===== src/rtl/zube_pkg.sv =====
// Shared constants for the zube Z80 mailbox: FSM encodings, status bit layout
// and port offsets relative to the base I/O address.
package zube_pkg;

   localparam logic [1:0] S_IDLE     = 2'd0;
   localparam logic [1:0] S_WRITE    = 2'd1;
   localparam logic [1:0] S_READ     = 2'd2;
   localparam logic [1:0] S_READ_END = 2'd3;

   localparam int ST_H2Z_AVAIL = 0;
   localparam int ST_Z2H_FULL  = 1;
   localparam int ST_OVF       = 2;
   localparam int ST_UNF       = 3;

   localparam logic [7:0] DATA_PORT_OFS   = 8'd0;
   localparam logic [7:0] STATUS_PORT_OFS = 8'd1;

endpackage


===== src/rtl/zube_mailbox_ctrl_if.sv =====
// Z80 I/O pins and host byte-stream handshakes of the zube mailbox.
// The block is the slave; the host/Z80 side (or a bench) is the master.
interface zube_mailbox_ctrl_if;
   logic [7:0] z80_addr;
   logic [7:0] z80_data_in;
   logic [7:0] z80_data_out;
   logic       z80_wr_b;
   logic       z80_rd_b;
   logic       z80_bus_dir;
   logic       host_tx_valid;
   logic [7:0] host_tx_data;
   logic       host_tx_ready;
   logic       host_rx_valid;
   logic [7:0] host_rx_data;
   logic       host_rx_ready;
   logic       irq;

   modport slave (
      input  z80_addr, z80_data_in, z80_wr_b, z80_rd_b,
      input  host_tx_valid, host_tx_data, host_rx_ready,
      output z80_data_out, z80_bus_dir, host_tx_ready,
      output host_rx_valid, host_rx_data, irq
   );

   modport master (
      output z80_addr, z80_data_in, z80_wr_b, z80_rd_b,
      output host_tx_valid, host_tx_data, host_rx_ready,
      input  z80_data_out, z80_bus_dir, host_tx_ready,
      input  host_rx_valid, host_rx_data, irq
   );
endinterface


===== src/rtl/zube_sync_fifo.sv =====
// Single-clock byte FIFO; overflowing pushes and underflowing pops are ignored.
// Pointers carry one extra MSB so full and empty can be told apart on wrap.
module zube_sync_fifo #(
   parameter int WIDTH = 8,
   parameter int DEPTH = 4
) (
   input  logic             clk,
   input  logic             rst_n,
   input  logic             push,
   input  logic [WIDTH-1:0] push_data,
   input  logic             pop,
   output logic [WIDTH-1:0] head,
   output logic             full,
   output logic             empty
);
   localparam int AW = $clog2(DEPTH);

   logic [AW:0]      wr_ptr_r;
   logic [AW:0]      rd_ptr_r;
   logic [WIDTH-1:0] mem_r [DEPTH];
   logic             do_push_s;
   logic             do_pop_s;

   assign empty     = (wr_ptr_r == rd_ptr_r);
   assign full      = (wr_ptr_r[AW] != rd_ptr_r[AW]) &&
                      (wr_ptr_r[AW-1:0] == rd_ptr_r[AW-1:0]);
   assign head      = mem_r[rd_ptr_r[AW-1:0]];
   assign do_push_s = push & ~full;
   assign do_pop_s  = pop & ~empty;

   // Storage and pointer update; storage is cleared so the head reads 0 after reset.
   always_ff @(posedge clk or negedge rst_n) begin
      if (!rst_n) begin
         wr_ptr_r <= {(AW+1){1'b0}};
         rd_ptr_r <= {(AW+1){1'b0}};
         for (int i = 0; i < DEPTH; i++) begin
            mem_r[i] <= {WIDTH{1'b0}};
         end
      end else begin
         if (do_push_s) begin
            mem_r[wr_ptr_r[AW-1:0]] <= push_data;
            wr_ptr_r <= wr_ptr_r + {{AW{1'b0}}, 1'b1};
         end
         if (do_pop_s) begin
            rd_ptr_r <= rd_ptr_r + {{AW{1'b0}}, 1'b1};
         end
      end
   end
endmodule


===== src/rtl/zube_mailbox_ctrl.sv =====
// Z80 I/O slave for the zube mailbox: synchronises the Z80 strobes, decodes the
// data/status ports and moves bytes through the Z2H and H2Z FIFOs.
module zube_mailbox_ctrl
   import zube_pkg::*;
#(
   parameter logic [7:0] BASE_ADDR  = 8'h80,
   parameter int         FIFO_DEPTH = 4
) (
   input logic           wb_clk_i,
   input logic           wb_rst_ni,
   zube_mailbox_ctrl_if.slave bus
);
   localparam logic [7:0] DATA_ADDR   = BASE_ADDR + DATA_PORT_OFS;
   localparam logic [7:0] STATUS_ADDR = BASE_ADDR + STATUS_PORT_OFS;

   logic [1:0] wr_sync_r, rd_sync_r;
   logic       wr_dly_r, rd_dly_r;
   logic       wr_s, rd_s, wr_fall_s, rd_fall_s, wr_rise_s, rd_rise_s, proto_err_s;

   logic [1:0] state_r, state_n;
   logic [7:0] data_out_r, data_out_n;
   logic       bus_dir_r, bus_dir_n;
   logic       ovf_r, ovf_n, unf_r, unf_n;
   logic       pop_pend_r, pop_pend_n, clr_st_r, clr_st_n;
   logic [7:0] status_s;

   logic       z2h_push_s, z2h_pop_s, z2h_full_s, z2h_empty_s;
   logic       h2z_push_s, h2z_pop_s, h2z_full_s, h2z_empty_s;
   logic [7:0] z2h_head_s, h2z_head_s;

   assign wr_s        = wr_sync_r[1];
   assign rd_s        = rd_sync_r[1];
   assign wr_fall_s   = wr_dly_r & ~wr_s;
   assign rd_fall_s   = rd_dly_r & ~rd_s;
   assign wr_rise_s   = ~wr_dly_r & wr_s;
   assign rd_rise_s   = ~rd_dly_r & rd_s;
   assign proto_err_s = ~wr_s & ~rd_s;

   // Two-flop synchronisers plus an edge-detect stage, idling high like the pins.
   always_ff @(posedge wb_clk_i or negedge wb_rst_ni) begin
      if (!wb_rst_ni) begin
         wr_sync_r <= 2'b11;
         rd_sync_r <= 2'b11;
         wr_dly_r  <= 1'b1;
         rd_dly_r  <= 1'b1;
      end else begin
         wr_sync_r <= {wr_sync_r[0], bus.z80_wr_b};
         rd_sync_r <= {rd_sync_r[0], bus.z80_rd_b};
         wr_dly_r  <= wr_s;
         rd_dly_r  <= rd_s;
      end
   end

   // Status byte as the Z80 sees it at the start of a status read.
   always_comb begin
      status_s               = 8'h00;
      status_s[ST_H2Z_AVAIL] = ~h2z_empty_s;
      status_s[ST_Z2H_FULL]  = z2h_full_s;
      status_s[ST_OVF]       = ovf_r;
      status_s[ST_UNF]       = unf_r;
   end

   // Bus sequencing FSM; the H2Z pop is deferred to READ_END so data stays stable.
   always_comb begin
      state_n    = state_r;
      data_out_n = data_out_r;
      bus_dir_n  = bus_dir_r;
      ovf_n      = ovf_r;
      unf_n      = unf_r;
      pop_pend_n = pop_pend_r;
      clr_st_n   = clr_st_r;
      z2h_push_s = 1'b0;
      h2z_pop_s  = 1'b0;
      case (state_r)
         S_IDLE: begin
            if (proto_err_s) begin
               state_n = S_IDLE;
            end else if (wr_fall_s) begin
               state_n = S_WRITE;
               if (bus.z80_addr == DATA_ADDR) begin
                  z2h_push_s = 1'b1;
                  ovf_n      = ovf_r | z2h_full_s;
               end else begin
                  z2h_push_s = 1'b0;
               end
            end else if (rd_fall_s) begin
               state_n    = S_READ;
               pop_pend_n = 1'b0;
               clr_st_n   = 1'b0;
               if (bus.z80_addr == DATA_ADDR) begin
                  bus_dir_n = 1'b1;
                  if (h2z_empty_s) begin
                     data_out_n = 8'hFF;
                     unf_n      = 1'b1;
                  end else begin
                     data_out_n = h2z_head_s;
                     pop_pend_n = 1'b1;
                  end
               end else if (bus.z80_addr == STATUS_ADDR) begin
                  bus_dir_n  = 1'b1;
                  data_out_n = status_s;
                  clr_st_n   = 1'b1;
               end else begin
                  bus_dir_n = 1'b0;
               end
            end else begin
               state_n = S_IDLE;
            end
         end
         S_WRITE: begin
            if (wr_rise_s) begin
               state_n = S_IDLE;
            end else begin
               state_n = S_WRITE;
            end
         end
         S_READ: begin
            if (rd_rise_s) begin
               state_n = S_READ_END;
            end else begin
               state_n = S_READ;
            end
         end
         S_READ_END: begin
            state_n   = S_IDLE;
            bus_dir_n = 1'b0;
            h2z_pop_s = pop_pend_r;
            if (clr_st_r) begin
               ovf_n = 1'b0;
               unf_n = 1'b0;
            end else begin
               ovf_n = ovf_r;
            end
         end
         default: begin
            state_n   = S_IDLE;
            bus_dir_n = 1'b0;
         end
      endcase
   end

   // FSM and registered Z80-facing outputs.
   always_ff @(posedge wb_clk_i or negedge wb_rst_ni) begin
      if (!wb_rst_ni) begin
         state_r    <= S_IDLE;
         data_out_r <= 8'hFF;
         bus_dir_r  <= 1'b0;
         ovf_r      <= 1'b0;
         unf_r      <= 1'b0;
         pop_pend_r <= 1'b0;
         clr_st_r   <= 1'b0;
      end else begin
         state_r    <= state_n;
         data_out_r <= data_out_n;
         bus_dir_r  <= bus_dir_n;
         ovf_r      <= ovf_n;
         unf_r      <= unf_n;
         pop_pend_r <= pop_pend_n;
         clr_st_r   <= clr_st_n;
      end
   end

   assign h2z_push_s = bus.host_tx_valid & ~h2z_full_s;
   assign z2h_pop_s  = ~z2h_empty_s & bus.host_rx_ready;

   zube_sync_fifo #(.WIDTH(8), .DEPTH(FIFO_DEPTH)) u_z2h (
      .clk       (wb_clk_i),
      .rst_n     (wb_rst_ni),
      .push      (z2h_push_s),
      .push_data (bus.z80_data_in),
      .pop       (z2h_pop_s),
      .head      (z2h_head_s),
      .full      (z2h_full_s),
      .empty     (z2h_empty_s)
   );

   zube_sync_fifo #(.WIDTH(8), .DEPTH(FIFO_DEPTH)) u_h2z (
      .clk       (wb_clk_i),
      .rst_n     (wb_rst_ni),
      .push      (h2z_push_s),
      .push_data (bus.host_tx_data),
      .pop       (h2z_pop_s),
      .head      (h2z_head_s),
      .full      (h2z_full_s),
      .empty     (h2z_empty_s)
   );

   assign bus.z80_data_out  = data_out_r;
   assign bus.z80_bus_dir   = bus_dir_r;
   assign bus.host_tx_ready = ~h2z_full_s;
   assign bus.host_rx_valid = ~z2h_empty_s;
   assign bus.host_rx_data  = z2h_head_s;
   assign bus.irq           = ~z2h_empty_s;
endmodule


===== src/flat_wrapper.sv =====
// flat-port wrapper written by rule: the top's interface ports become plain ports
module zube_mailbox_ctrl_flat import zube_pkg::*;
#(
   parameter logic [7:0] BASE_ADDR  = 8'h80,
   parameter int         FIFO_DEPTH = 4
)
  (wb_clk_i, wb_rst_ni, bus_z80_addr, bus_z80_data_in, bus_z80_wr_b, bus_z80_rd_b, bus_host_tx_valid, bus_host_tx_data, bus_host_rx_ready, bus_z80_data_out, bus_z80_bus_dir, bus_host_tx_ready, bus_host_rx_valid, bus_host_rx_data, bus_irq);
  zube_mailbox_ctrl_if bus_i ();
  input logic wb_clk_i;
  input logic wb_rst_ni;
  input wire logic [$bits(bus_i.z80_addr)-1:0] bus_z80_addr;
  input wire logic [$bits(bus_i.z80_data_in)-1:0] bus_z80_data_in;
  input wire logic [$bits(bus_i.z80_wr_b)-1:0] bus_z80_wr_b;
  input wire logic [$bits(bus_i.z80_rd_b)-1:0] bus_z80_rd_b;
  input wire logic [$bits(bus_i.host_tx_valid)-1:0] bus_host_tx_valid;
  input wire logic [$bits(bus_i.host_tx_data)-1:0] bus_host_tx_data;
  input wire logic [$bits(bus_i.host_rx_ready)-1:0] bus_host_rx_ready;
  output wire logic [$bits(bus_i.z80_data_out)-1:0] bus_z80_data_out;
  output wire logic [$bits(bus_i.z80_bus_dir)-1:0] bus_z80_bus_dir;
  output wire logic [$bits(bus_i.host_tx_ready)-1:0] bus_host_tx_ready;
  output wire logic [$bits(bus_i.host_rx_valid)-1:0] bus_host_rx_valid;
  output wire logic [$bits(bus_i.host_rx_data)-1:0] bus_host_rx_data;
  output wire logic [$bits(bus_i.irq)-1:0] bus_irq;
  assign bus_i.z80_addr = bus_z80_addr;
  assign bus_i.z80_data_in = bus_z80_data_in;
  assign bus_i.z80_wr_b = bus_z80_wr_b;
  assign bus_i.z80_rd_b = bus_z80_rd_b;
  assign bus_i.host_tx_valid = bus_host_tx_valid;
  assign bus_i.host_tx_data = bus_host_tx_data;
  assign bus_i.host_rx_ready = bus_host_rx_ready;
  assign bus_z80_data_out = bus_i.z80_data_out;
  assign bus_z80_bus_dir = bus_i.z80_bus_dir;
  assign bus_host_tx_ready = bus_i.host_tx_ready;
  assign bus_host_rx_valid = bus_i.host_rx_valid;
  assign bus_host_rx_data = bus_i.host_rx_data;
  assign bus_irq = bus_i.irq;
  zube_mailbox_ctrl #(.BASE_ADDR(BASE_ADDR), .FIFO_DEPTH(FIFO_DEPTH)) u_core (.wb_clk_i(wb_clk_i), .wb_rst_ni(wb_rst_ni), .bus(bus_i));
endmodule

===== config.mk =====
export PLATFORM = sky130hd
export DESIGN_NAME = zube_mailbox_ctrl_flat
export DESIGN_NICKNAME = d
export VERILOG_FILES = /design/src/rtl/zube_pkg.sv /design/src/rtl/zube_mailbox_ctrl_if.sv /design/src/rtl/zube_sync_fifo.sv /design/src/rtl/zube_mailbox_ctrl.sv /design/src/flat_wrapper.sv
export SDC_FILE = /design/constraint.sdc
export NUM_CORES = 1
export LEC_CHECK = 0
export ABC_AREA = 1
export CAP_MARGIN = 15
export CELL_PAD_IN_SITES_DETAIL_PLACEMENT = 0
export CELL_PAD_IN_SITES_GLOBAL_PLACEMENT = 1
export CORE_AREA = 2 2 120 122
export CTS_CLUSTER_SIZE = 24
export DETAILED_ROUTE_END_ITERATION = 7
export DIE_AREA = 0 0 122 124
export PLACE_DENSITY = 0.78
export SYNTH_ARGS = -nofsm -noshare
export SYNTH_HDL_FRONTEND = slang
export SYNTH_SLANG_ARGS = --single-unit

===== constraint.sdc =====
create_clock -name wb_clk_i -period 1.9 [get_ports wb_clk_i]
set_clock_uncertainty 0.05 [all_clocks]
set_input_delay 0.38 -clock wb_clk_i [delete_from_list [all_inputs] [get_ports wb_clk_i]]
set_output_delay 0.38 -clock wb_clk_i [all_outputs]
set_load 0.02 [all_outputs]

==> results.md <==
* Crit path max-delay family: buffers and inverters
* CP max stage delay at 440 ps
* Switching power at 2.61 mW
* Fin. Hold Viols at 3
* Largest family of logic cells by synthesized area: simple AND/OR/NAND/NOR gates
* R2R setup slack at 140 ps
* Hpwl dp at 8080 µm
* Overflow left after global routing at 0
* Synth top area cells: dfrtp_1, nand2_1, dfstp_2
* Yosys warns at 0
* Comb pwr share at 0.402
* Failing checks: hold timing, setup timing
* Worst-Skew Late Latency at 340 ps
* RR Endpoint: u_core.u_z2h.mem_r[26]$_DFFE_PN0P_
* # hold bufs at CTS at 0
* Run status: finished with violations
* CTS H-tree lvls at 3
* # diodes at 0
* Ratio of cells with drive above 1 in the final layout at 0.174
* CTS root buf: clkbuf_16
* Fillers at 1,372
* Final setup viols at 1
* Initial core utilization at 0.348
* Vias per cell at 4.67
* First-pass GRT wire length at 19,100 µm
* Commonest non-fill, non-tap cell in the layout: nand2_1
* Critical-path top delay cell: dfrtp_2
* Initial antenna violation count at 0
* Number of clock buffers inserted by TritonCTS at 9
* TritonCTS clock tree: done
* 1st-iter DRT viols at 223
* Post-Syn Area at 4780 µm²
* Synth Area in Simple Gates at 0.266
* Reg2reg start: u_core.u_z2h.rd_ptr_r[1]$_DFFE_PN0P_
* RSZ-0062 raised after global routing: yes
* Commonest non-fill, non-tap cells in the layout: nand2_1, dfrtp_1, o21ai_0, inv_1, buf_4
* Maximum vdd ir drop at 0.000693 V
* EDFF count, synth at 0
* Syn avg cell area at 8.17 µm²
* Area Growth Syn to Fin at 27.0%
* Yosys top cell area share at 0.434
* Reg2reg path depth at 10
* Max-slew violations at 0
* Crit path required time at 1470 ps
* Routed vias at 3,982
* CP arrival at 1480 ps
* Std-Cell Rows at 43
* Post-Synth Adder-Cell Area at 0.0366
* Setup CP Type: flop to primary output
* Synth Area in XOR/XNOR at 0.0196
* Flop and latch count out of synthesis at 97
* Pin count of the biggest net entering global routing at 98
* Ys async rst share at 1.00
* Setup slack after layout at -8.27 ps
* Sw Share at 0.357
* Gr usage total at 0.162
* Clk pin slew, worst setup/hold paths at 60 ps
* Top cell type by total area after synthesis: dfrtp_1
* Critical path capture point type: primary output
* Ports at 50
* First-pass iteration count of the detailed router at 4
* Max clock buf depth at 2
* Tightest Hold Check Type: input pin to asynchronous set/reset pin
* Rel. slew slack at 0.621
* Synth cell types at 33
* Die W at 122 µm
* Tcrit/Tclk final at 1.00
* TritonCTS Sinks at 97
* Setup crit start kind: flop
* Fin nets at 712
* Sequential share of power at 0.374
* Int Pwr at 4.71 mW
* Die area at 15,100 µm²
* Max-cap violation count at 0
* Chip height at 124 µm
* Antenna Nets Post-Route at 0
* Leak at 3.11 nW
* CP cell instances: bufbuf_16, o21ai_2, o22ai_2, buf_4
* Syn nets at 629
* Main synth FF type: dfrtp_1
* Share of total power in the clock network at 0.224
* Max Fclk at 0.524 GHz
* Post-Synthesis Cells at 585
* Slew at the pin closest to its max-slew limit at 568 ps
* PwrDens at 1210 nW/µm²
* Pre-CTS WS at -151 ps
* WL per Instance at 13.6 µm
* # port buffers at 49
* Compound-Gate Fraction of Synth Area at 0.105
* Remaining DRCs at 0
* Min Hold Slack at -6.33 ps
* Drt total wl at 11,600 µm
* Seq/Total Area, Yosys at 0.511
* Crit path max fanout at 7
* Vias in the first global route at 3,905
* CP Buf/Inv Count at 2
* Multiplexer area fraction after synthesis at 0
* RD Place Congestion at 0.809
* Final min period at 1910 ps
* Core region area at 13,700 µm²
## cells in the mapped netlist (3+ instances only)
cell type	instances
nor2_2	6
o211ai_1	3
o21ai_0	57
nand2_1	236
o22ai_1	8
inv_2	5
buf_4	6
nand3_1	13
dfstp_2	14
nor2_1	26
clkbuf_1	4
nand2_2	5
dfrtp_1	83
nand3_2	3
buf_2	3
a21oi_1	15
inv_1	49
xor2_1	5
ha_1	14
o21ai_1	12
## repair_timing
action | CTS | global route
gates cloned | 1 | 0
resized for setup | 66 | 29
buffers inserted | 3 | 0
setup endpoints to repair | 19 | 23
pin swaps | 5 | 3
## power by group through the flow
| stage | Sequential (mW) | Combinational [mW] | Clock [mW] |
|---|---|---|---|
| after floorplan | 2.70 | 1.66 | 0 |
| after detailed placement | 2.76 | 2.70 | 0 |
| after CTS | 2.74 | 2.78 | 1.68 |
| after global placement | 2.74 | 2.66 | 0 |
| final | 2.74 | 2.94 | 1.64 |
| after global routing | 2.79 | 3.27 | 1.76 |
## cells by family (layout without fill, tap and decap cells)
| family | after synthesis | after routing |
|---|---|---|
| buffers and inverters | 69 | 157 |
| adder cells (fa/ha/maj) | 14 | 14 |
| flip-flops | 97 | 97 |
| XOR/XNOR | 9 | 9 |
| AND/OR/NAND/NOR | 300 | 300 |
| AO/OA/AOI/OAI | 96 | 96 |
## flip-flops by register name (all words and copies together), names as in the netlist, 2 cells and up
register and cells:
u_core.u_h2z.mem_r 32, u_core.rd_sync_r 2, u_core.u_h2z.rd_ptr_r 3, u_core.u_z2h.mem_r 32, u_core.u_z2h.wr_ptr_r 3, u_core.state_r 2
u_core.u_z2h.rd_ptr_r 3, u_core.wr_sync_r 2, u_core.u_h2z.wr_ptr_r 3, u_core.bus.z80_data_out 8
## area by class of cell
| class | count | area, µm² | area share |
|---|---|---|---|
| flip-flops and latches | 97 | 2450 | 0.403 |
| multi-input cells | 419 | 2110 | 0.348 |
| repair buffers | 87 | 828 | 0.136 |
| clock buffers | 15 | 248 | 0.0408 |
| well taps | 180 | 225 | 0.0371 |
| inverters | 54 | 205 | 0.0338 |
| clock inverters | 1 | 5.00 | 0.000824 |
## metrics by stage
step           TNS [ps]  instance area [µm²]  utilization  power, mW  std cells
2_1_floorplan         0                 4780            -       4.37        585
3_3_place_gp      -3360                 5710        0.416       5.41        833
3_5_place_dp      -4080                 5710        0.416       5.46        833
4_1_cts           -56.0                 5990        0.437       7.20        853
5_1_grt            -224                 6070        0.443       7.81        853
6_report          -8.27                 6070        0.443       7.32        853
## per-layer routing
| layer | wire (µm) | vias to the layer above | part of all wire | track usage |
|---|---|---|---|---|
| li1 | - | 2014 | - | - |
| met1 | 5480 | 1873 | 0.47 | 0.219 |
| met2 | 5390 | 77 | 0.47 | 0.261 |
| met3 | 482 | 18 | 0.042 | 0.0275 |
| met4 | 201 | 0 | 0.017 | 0.0625 |
| met5 | 0 | - | 0 | 0 |
## how the worst max path moves through the flow
stage                                              start                           endpoint  slack (ps)  depth (start not counted)
floorplan           u_core.u_z2h.rd_ptr_r[0]$_DFFE_PN0P_                bus_host_rx_data[6]          80                          5
global placement                         bus_z80_addr[7]  u_core.u_z2h.mem_r[3]$_DFFE_PN0P_        -120                         10
detailed placement                       bus_z80_addr[7]  u_core.u_z2h.mem_r[0]$_DFFE_PN0P_        -150                         10
CTS                 u_core.u_z2h.rd_ptr_r[0]$_DFFE_PN0P_                bus_host_rx_data[0]         -20                          4
global route        u_core.u_z2h.rd_ptr_r[0]$_DFFE_PN0P_                bus_host_rx_data[5]         -60                          4
finish              u_core.u_z2h.rd_ptr_r[0]$_DFFE_PN0P_                bus_host_rx_data[5]          -8                          4
Note: power is estimated with default switching activity, not from simulation.
